$ cat config.mk
export PLATFORM = sky130hd
export DESIGN_NAME = axilite_csr_read_data_flat
export DESIGN_NICKNAME = d
export VERILOG_FILES = /design/src/rtl/axilite_csr_read_data_if.sv /design/src/rtl/axilite_csr_read_data.sv /design/src/flat_wrapper.sv
export SDC_FILE = /design/constraint.sdc
export NUM_CORES = 1
export LEC_CHECK = 0
export CAP_MARGIN = 20
export CORE_ASPECT_RATIO = 0.9
export CORE_MARGIN = 1
export CORE_UTILIZATION = 30
export CTS_CLUSTER_SIZE = 25
export DETAILED_ROUTE_END_ITERATION = 7
export GPL_TIMING_DRIVEN = 1
export HOLD_SLACK_MARGIN = 0.03
export PLACE_DENSITY = 0.75
export REMOVE_ABC_BUFFERS = 1
export SLEW_MARGIN = 10
export SYNTH_ARGS = -nofsm -noshare
export SYNTH_HDL_FRONTEND = slang
export SYNTH_SLANG_ARGS = --single-unit
$ cat constraint.sdc
create_clock -name clk -period 1.7 [get_ports clk]
set_input_delay 0.17 -clock clk [delete_from_list [all_inputs] [get_ports clk]]
set_output_delay 0.17 -clock clk [all_outputs]
set_load 0.01 [all_outputs]
$ cat src/rtl/axilite_csr_read_data_if.sv
// AXI4-Lite read-channel (AR/R) bundle shared by the CSR read responder and its masters.
interface axilite_csr_read_data_if #(
    parameter int ADDR_SIZE  = 32,
    parameter int DATA_WIDTH = 32
);
    logic [ADDR_SIZE-1:0]  araddr;
    logic                  arvalid;
    logic                  arready;
    logic [DATA_WIDTH-1:0] rdata;
    logic [1:0]            rresp;
    logic                  rvalid;
    logic                  rready;

    modport master (
        output araddr, arvalid, rready,
        input  arready, rdata, rresp, rvalid
    );

    modport slave (
        input  araddr, arvalid, rready,
        output arready, rdata, rresp, rvalid
    );
endinterface

$ cat src/rtl/axilite_csr_read_data.sv
// AXI4-Lite read responder over a flat CSR vector: word-aligns, range-checks, answers
// OKAY/SLVERR, holds R under backpressure and strobes rd_pulse on each successful read.
module axilite_csr_read_data #(
    parameter int          DATA_SIZE    = 128,
    parameter int          ADDR_SIZE    = 32,
    parameter int          DATA_WIDTH   = 32,
    parameter int          READ_LATENCY = 0,
    parameter logic [1:0]  RESP_OKAY    = 2'd0,
    parameter logic [1:0]  RESP_SLVERR  = 2'd2
) (
    input  logic                 clk,
    input  logic                 rst,
    input  logic [DATA_SIZE-1:0] regs,
    axilite_csr_read_data_if.slave bus,
    output logic                 rd_pulse,
    output logic [((DATA_SIZE/DATA_WIDTH) > 1 ? $clog2(DATA_SIZE/DATA_WIDTH) : 1)-1:0] rd_index
);
    localparam int NUM_WORDS = DATA_SIZE / DATA_WIDTH;
    localparam int IDX_W     = (NUM_WORDS > 1) ? $clog2(NUM_WORDS) : 1;
    localparam int LSB       = $clog2(DATA_WIDTH / 8);
    // Bit address of the last legal word, widened so huge byte addresses cannot wrap into range.
    localparam logic [ADDR_SIZE+2:0] LAST_BIT_ADDR = (ADDR_SIZE+3)'(DATA_SIZE - DATA_WIDTH);

    typedef enum logic [1:0] {S_IDLE, S_WAIT, S_RESP} state_t;

    state_t                r_state,    w_state_next;
    logic                  r_arready,  w_arready_next;
    logic                  r_rvalid,   w_rvalid_next;
    logic [DATA_WIDTH-1:0] r_rdata,    w_rdata_next;
    logic [1:0]            r_rresp,    w_rresp_next;
    logic                  r_rd_pulse, w_rd_pulse_next;
    logic [IDX_W-1:0]      r_rd_index, w_rd_index_next;
    logic [3:0]            r_cnt,      w_cnt_next;
    logic [IDX_W-1:0]      r_index,    w_index_next;
    logic                  r_oor,      w_oor_next;

    logic [DATA_WIDTH-1:0] w_words [NUM_WORDS];
    logic [ADDR_SIZE-1:0]  w_word_addr;
    logic [ADDR_SIZE-1:0]  w_aligned;
    logic [ADDR_SIZE+2:0]  w_bit_addr;
    logic                  w_oor;
    logic [IDX_W-1:0]      w_index;

    genvar gi;
    generate
        for (gi = 0; gi < NUM_WORDS; gi++) begin : g_words
            assign w_words[gi] = regs[gi*DATA_WIDTH +: DATA_WIDTH];
        end
    endgenerate

    assign w_word_addr = bus.araddr >> LSB;
    assign w_aligned   = w_word_addr << LSB;
    assign w_bit_addr  = {w_aligned, 3'b000};
    assign w_oor       = (w_bit_addr > LAST_BIT_ADDR);
    assign w_index     = w_word_addr[IDX_W-1:0];

    always_ff @(posedge clk or posedge rst) begin
        if (rst) begin
            r_state    <= S_IDLE;
            r_arready  <= 1'b1;
            r_rvalid   <= 1'b0;
            r_rdata    <= '0;
            r_rresp    <= RESP_OKAY;
            r_rd_pulse <= 1'b0;
            r_rd_index <= '0;
            r_cnt      <= '0;
            r_index    <= '0;
            r_oor      <= 1'b0;
        end else begin
            r_state    <= w_state_next;
            r_arready  <= w_arready_next;
            r_rvalid   <= w_rvalid_next;
            r_rdata    <= w_rdata_next;
            r_rresp    <= w_rresp_next;
            r_rd_pulse <= w_rd_pulse_next;
            r_rd_index <= w_rd_index_next;
            r_cnt      <= w_cnt_next;
            r_index    <= w_index_next;
            r_oor      <= w_oor_next;
        end
    end

    always_comb begin
        w_state_next    = r_state;
        w_arready_next  = r_arready;
        w_rvalid_next   = r_rvalid;
        w_rdata_next    = r_rdata;
        w_rresp_next    = r_rresp;
        w_rd_pulse_next = 1'b0;
        w_rd_index_next = r_rd_index;
        w_cnt_next      = r_cnt;
        w_index_next    = r_index;
        w_oor_next      = r_oor;
        case (r_state)
            S_IDLE: begin
                if (bus.arvalid && r_arready) begin
                    w_index_next   = w_index;
                    w_oor_next     = w_oor;
                    w_arready_next = 1'b0;
                    w_cnt_next     = 4'(READ_LATENCY);
                    w_state_next   = S_WAIT;
                end
            end
            S_WAIT: begin
                if (r_cnt != 4'd0) begin
                    w_cnt_next = r_cnt - 4'd1;
                end else begin
                    w_rdata_next  = r_oor ? '0 : w_words[r_index];
                    w_rresp_next  = r_oor ? RESP_SLVERR : RESP_OKAY;
                    w_rvalid_next = 1'b1;
                    w_state_next  = S_RESP;
                end
            end
            S_RESP: begin
                // Response stays frozen until the master takes it.
                if (bus.rready) begin
                    w_rvalid_next   = 1'b0;
                    w_arready_next  = 1'b1;
                    w_rd_pulse_next = (r_rresp == RESP_OKAY);
                    w_rd_index_next = r_index;
                    w_state_next    = S_IDLE;
                end
            end
            default: begin
                w_state_next   = S_IDLE;
                w_arready_next = 1'b1;
                w_rvalid_next  = 1'b0;
            end
        endcase
    end

    assign bus.arready = r_arready;
    assign bus.rvalid  = r_rvalid;
    assign bus.rdata   = r_rdata;
    assign bus.rresp   = r_rresp;
    assign rd_pulse    = r_rd_pulse;
    assign rd_index    = r_rd_index;
endmodule

$ cat src/flat_wrapper.sv
// flat-port wrapper written by rule: the top's interface ports become plain ports
module axilite_csr_read_data_flat 
#(
    parameter int          DATA_SIZE    = 128,
    parameter int          ADDR_SIZE    = 32,
    parameter int          DATA_WIDTH   = 32,
    parameter int          READ_LATENCY = 0,
    parameter logic [1:0]  RESP_OKAY    = 2'd0,
    parameter logic [1:0]  RESP_SLVERR  = 2'd2
)
  (clk, rst, regs, rd_pulse, rd_index, bus_araddr, bus_arvalid, bus_rready, bus_arready, bus_rdata, bus_rresp, bus_rvalid);
  axilite_csr_read_data_if #(.ADDR_SIZE(ADDR_SIZE), .DATA_WIDTH(DATA_WIDTH)) bus_i ();
  input  logic clk;
  input  logic rst;
  input  logic [DATA_SIZE-1:0] regs;
  output logic rd_pulse;
  output logic [((DATA_SIZE/DATA_WIDTH) > 1 ? $clog2(DATA_SIZE/DATA_WIDTH) : 1)-1:0] rd_index;
  input wire logic [$bits(bus_i.araddr)-1:0] bus_araddr;
  input wire logic [$bits(bus_i.arvalid)-1:0] bus_arvalid;
  input wire logic [$bits(bus_i.rready)-1:0] bus_rready;
  output wire logic [$bits(bus_i.arready)-1:0] bus_arready;
  output wire logic [$bits(bus_i.rdata)-1:0] bus_rdata;
  output wire logic [$bits(bus_i.rresp)-1:0] bus_rresp;
  output wire logic [$bits(bus_i.rvalid)-1:0] bus_rvalid;
  assign bus_i.araddr = bus_araddr;
  assign bus_i.arvalid = bus_arvalid;
  assign bus_i.rready = bus_rready;
  assign bus_arready = bus_i.arready;
  assign bus_rdata = bus_i.rdata;
  assign bus_rresp = bus_i.rresp;
  assign bus_rvalid = bus_i.rvalid;
  axilite_csr_read_data #(.DATA_SIZE(DATA_SIZE), .ADDR_SIZE(ADDR_SIZE), .DATA_WIDTH(DATA_WIDTH), .READ_LATENCY(READ_LATENCY), .RESP_OKAY(RESP_OKAY), .RESP_SLVERR(RESP_SLVERR)) u_core (.clk(clk), .rst(rst), .regs(regs), .bus(bus_i), .rd_pulse(rd_pulse), .rd_index(rd_index));
endmodule
# Word level (Yosys, flattened, before mapping)
# Index checks and enable logic that the tools add are counted.
dict set report word_totals {
  register_bits 48
  wordCells 55
  output_inout_bits 39
  input_bits 164
}
dict set report op_classes {
  mux 20
  add_sub_neg 1
  n_eq_ne 6
  n_bitwise 4
  n_reduce_logical 12
  magnitude_cmp 2
}
# cell count
set ops {}
lappend ops {{$mux W32} 3}
lappend ops {{$bmux W32 S2} 1}
lappend ops {{$gt A35 B7 Y1 const B} 1}
lappend ops {{$reduce_and A3 Y1} 4}
lappend ops {{$mux W2} 4}
lappend ops {{$mux W4} 2}
lappend ops {{$pmux W4 S2} 1}
lappend ops {{$mux W1} 6}
lappend ops {{$pmux W1 S3} 2}
lappend ops {{$pmux W2 S3} 1}
lappend ops {{$reduce_and A2 Y1} 3}
lappend ops {{$logic_not A2 Y1} 2}
lappend ops {{$ne A2 B1 Y1 const B} 2}
lappend ops {{$ne A2 B2 Y1 const B} 2}
lappend ops {{$reduce_bool A4 Y1} 1}
lappend ops {{$sub A4 B1 Y4 const B} 1}
lappend ops {{$ge A3 B3 Y1 const B} 1}
lappend ops {{$not A1 Y1} 3}
lappend ops {{$not A2 Y3} 1}
lappend ops {{$eq A2 B1 Y1 const B} 1}
lappend ops {{$eq A2 B2 Y1 const B} 1}
lappend ops {{$reduce_bool A2 Y1} 1}
lappend ops {{$logic_and A1 B1 Y1} 1}

# Logic depth before layout (Yosys ltp)
dict set report depth {
  depth_word 5
  mapped_depth 6
  mapped_depth_nobuf 5
}

# Worst setup path before layout
# Ideal clock, no wire load.
dict set report synth_timing {
  path_kind {reg2reg}
  start {register u_core.r_cnt[0]}
  end {register u_core.r_rdata[0] (netlist: u_core.bus.rdata[0])}
  t_required_ps 1636
  setup_slack_ps 86
  t_arrival_ps 1550
  synth_period_minus_slack_ps 1614
  path_buffers 1
  setup_ps 64
  path_stages_with_launch 7
  path_cell_list {dfrtp_1 > inv_1 > ha_1 > or3b_4 > nor3_4 > buf_6 > a22o_2}
}
dict set report synth_between {
  elab_chain_cells 3
}
# item line_no
set synth_lines {}
lappend synth_lines {{start: declaration} axilite_csr_read_data.sv:33} ;# logic [3:0] r_cnt, w_cnt_next;
lappend synth_lines {{start signal: assignment} axilite_csr_read_data.sv:77} ;# r_cnt <= w_cnt_next;
lappend synth_lines {{$reduce_bool A4 Y1} axilite_csr_read_data.sv:105} ;# if (r_cnt != 4'd0) begin
lappend synth_lines {{$not A1 Y1 (no line)} n/a}
lappend synth_lines {{$reduce_and A2 Y1 (no line)} n/a}
lappend synth_lines {{end signal: assignment} axilite_csr_read_data.sv:73} ;# r_rdata <= w_rdata_next;
lappend synth_lines {{end: declaration} axilite_csr_read_data.sv:29} ;# logic [DATA_WIDTH-1:0] r_rdata, w_rdata_next;
# No other way between the ends.
# A chain may end at the register's enable or synchronous reset.

# Final worst setup path
dict set report layout_timing {
  start {register u_core.r_cnt[1]}
  end {register u_core.r_rdata[22] (netlist: u_core.bus.rdata[22])}
}
# The elaborated chain is that of the path after synthesis.

==> metrics.csv <==
stage,metric,value,unit
logic_synthesis,synth.area.top_cells,"dfrtp_1, mux4_2, mux4_1",
logic_synthesis,ys_seq_elements,47,
status,status,"complete, no violations",
cells_and_area,num_antenna_cells,0,
power,ir_drop,0.000612,V
logic_synthesis,yosys.cell_types.count,35,
logic_synthesis,synth_top_family_by_area,multiplexers,
cells_and_area,syn2layout_area_growth,89.7,%
place,placed_cells,493,
clocking,clk_pin_slew_worst_paths,90,ps
clocking,cts_made_buffers,5,
timing,tns,0,ps
clocking,clk_path_buf_depth,2,
logic_synthesis,synth-simple-area-share,6.18,%
setup_path,crit_fanout,8,
cells_and_area,fill_cells,731,
timing,holdWs,223,ps
clocking,htree_levels,2,
timing,hold_viol,0,
hold_path,hold_class,in -> async,
floorplanning,fp.dieArea,9560,sq um
timing,rsz0062_at_grt,true,
power,p_seq_share,30.4,%
logic_synthesis,synth_async_sr_flop_share,100,%
cells_and_area,postLayoutCellArea,5220,sq um
floorplanning,core-area,8730,sq um
setup_path,critPathKind,reg -> reg,
timing,fin_crit_sh,97.4,%
logic_synthesis,synthesis.area,2750,sq um
place,dpl_cell_area,4920,sq um
logic_synthesis,synth_cells,180,
cells_and_area,multi_input_area,1540,sq um
clocking,cts_hold_buf,0,
route,first_pass_iters,4,
logic_synthesis,synthTopCellsByCount,"dfrtp_1, a22o_2, mux4_2",
cells_and_area,drive_gt1_share,23.2,%
timing,slew_violations,0,
logic_synthesis,yosysTopAreaCellShare,41.8,%
global_routing,antenna_found_initial,0,
global_routing,grt_pass1_vias,2752,
setup_path,worst_setup_path_start_kind,flop,
logic_synthesis,avgSynthCellArea,15.3,sq um
route,wl,8740,microns
power,power.switching,1.94,mW
logic_synthesis,ys.flop_type,dfrtp_1,
job,maxCapViolations,0,
power,pwr-share-clk,12.2,%
route,vias_per_cell,4.93,
route,wl_per_cell,17.2,microns
setup_path,endpoint_kind,flop,
power,leakage,2.10,nW
floorplanning,die_x,103,microns
logic_synthesis,ys_warn_count,0,
power,intPower,4.13,mW
logic_synthesis,yosysSeqAreaShare,42.8,%
place,port_buffers,199,
logic_synthesis,synth_edf_count,0,
floorplanning,rows,32,
place,gp_congestion,0.739,
power,switching_share,32.0,%
global_routing,grt_start_max_net_pins,48,
logic_synthesis,synth_xor_area_share,0,%
timing,clock_skew,5.72,ps
logic_synthesis,synth_compound_area_share,14.1,%
power,comb_power_share,57.4,%
power,powerDensity,1160,nW/um^2
cells_and_area,final_cells,507,
logic_synthesis,synth_mux_area_share,30.6,%
route,ant_nets,0,
cells_and_area,nNetsFinal,553,
cells_and_area,layout.area.seq,1180,sq um
route,vias,2500,
timing,fmax,0.604,GHz
global_routing,grt_pass1_wl,13200,microns
floorplanning,num_io_pins,203,
clocking,clkLatencyLatePin,300,ps
global_routing,grt_remaining_overflow,0,
place,hpwl,6820,microns
clocking,tritoncts,done,
global_routing,track_usage,18.4,%
clocking,cts_sinks,47,
timing,period_minus_slack,1660,ps
logic_synthesis,synth_adder_area_share,0.909,%
setup_path,arrival,1900,ps
route,route.detailed.drc,0,
floorplanning,start_util,31.5,%
clocking,root_buffer,clkbuf_8,
route,drt_iter0_drc,43,
floorplanning,die_y,92.9,microns
timing,setup-violations-final,0,
setup_path,cp_data_required_time,1940,ps
logic_synthesis,post-synth-top-count-cell,dfrtp_1,
logic_synthesis,synth_area_leader_cell,dfrtp_1,
layout make-up:
class | instances | area share [%]
Timing Repair Buffer | 216 | 42.6
Tap cell | 119 | 2.85
Sequential cell | 47 | 22.6
Clock inverter | 1 | 0.144
Inverter | 6 | 0.431
Clock buffer | 7 | 1.84
Multi-Input combinational cell | 111 | 29.5
metal layers:
layer	share of wire (%)	track usage, %
met5	0	0
met4	0.69	4.11
met1	36	20.5
met2	55	34.4
met3	8.1	4.98
per-stage QoR:
| stage | power (mW) | util [%] | setup WS [ps] |
|---|---|---|---|
| 6_report | 6.07 | 59.8 | 44.2 |
| 5_1_grt | 6.47 | 59.8 | -48.9 |
| 4_1_cts | 5.94 | 58.0 | 5.83 |
| 3_5_place_dp | 5.15 | 56.3 | -21.4 |
| 3_3_place_gp | 5.05 | 56.3 | 35.4 |
| 2_1_floorplan | 3.54 | - | -601 |
power by group through the flow:
| stage | Combinational (mW) | Clock (mW) | Sequential, mW |
|---|---|---|---|
| floorplan | 1.43 | 0 | 2.11 |
| global placement | 3.22 | 0 | 1.83 |
| detailed placement | 3.32 | 0 | 1.83 |
| CTS | 3.34 | 0.776 | 1.83 |
| global route | 3.76 | 0.817 | 1.90 |
| finish | 3.48 | 0.741 | 1.84 |
placed cells by master, fill, tap and decap left out, types with 2 or more instances in the layout:
cell type        instances
a22o_1                   4
inv_1                    3
a22o_2                  16
dfrtp_1                 45
o22a_1                   2
a21oi_1                  5
clkbuf_8                 7
nand4_1                  2
mux2_2                   6
inv_2                    3
buf_12                   5
nor4_1                   7
buf_4                    7
nand3_1                  2
a22o_4                  12
buf_8                    3
nor2_1                   3
mux4_1                  12
o21ai_0                  3
clkdlybuf4s50_1        199
mux4_2                  20
flip-flops by register name, indices dropped and copies added, names as in the netlist:
signal and cells:
u_core.r_cnt 4, u_core.r_state 2, u_core.r_index 2, u_core.bus.rdata 32, u_core.rd_index 2, u_core.bus.rresp 1, u_core.bus.rvalid 1, u_core.rd_pulse 1
u_core.bus.arready 1, u_core.r_oor 1
repair_timing:
| item | 4_1_cts | 5_1_grt |
|---|---|---|
| endpoints found under the setup margin | 33 | 33 |
| endpoints found under the hold margin | 0 | 0 |
| buffers inserted | 2 | 2 |
| cloned | 2 | 1 |
| pin swaps | 1 | 2 |
| resized for setup | 5 | 22 |
critical path: stages, from the launching register on:
cell	delay, ps
dfrtp_1	410
inv_2	80
ha_4	120
or3b_4	400
nor3_4	150
buf_6	170
buf_8	140
a22o_2	140
final timing paths:
path	start	endpoint	slack [ps]	cells after the start
worst max-delay path	u_core.r_cnt[1]	u_core.bus.rdata[22]	40	7
worst min-delay path	rst	u_core.bus.rdata[18]	220	3
worst min register to register	u_core.bus.rresp[1]	u_core.rd_pulse	470	1
worst max register to register	u_core.r_cnt[1]	u_core.bus.rdata[22]	40	7
min in group clk	u_core.bus.rresp[1]	u_core.rd_pulse	470	1
max in group asynchronous	rst	u_core.bus.arready	1200	3
logic make-up (layout without fill, tap and decap cells):
logic type	after synthesis	count (layout)
flip-flops	47	47
adder cells (fa/ha/maj)	2	2
other	1	1
buffers and inverters	22	230
AO/OA/AOI/OAI	44	44
multiplexers	39	39
AND/OR/NAND/NOR	25	25
No activity file was read; power rests on OpenSTA's default activity.
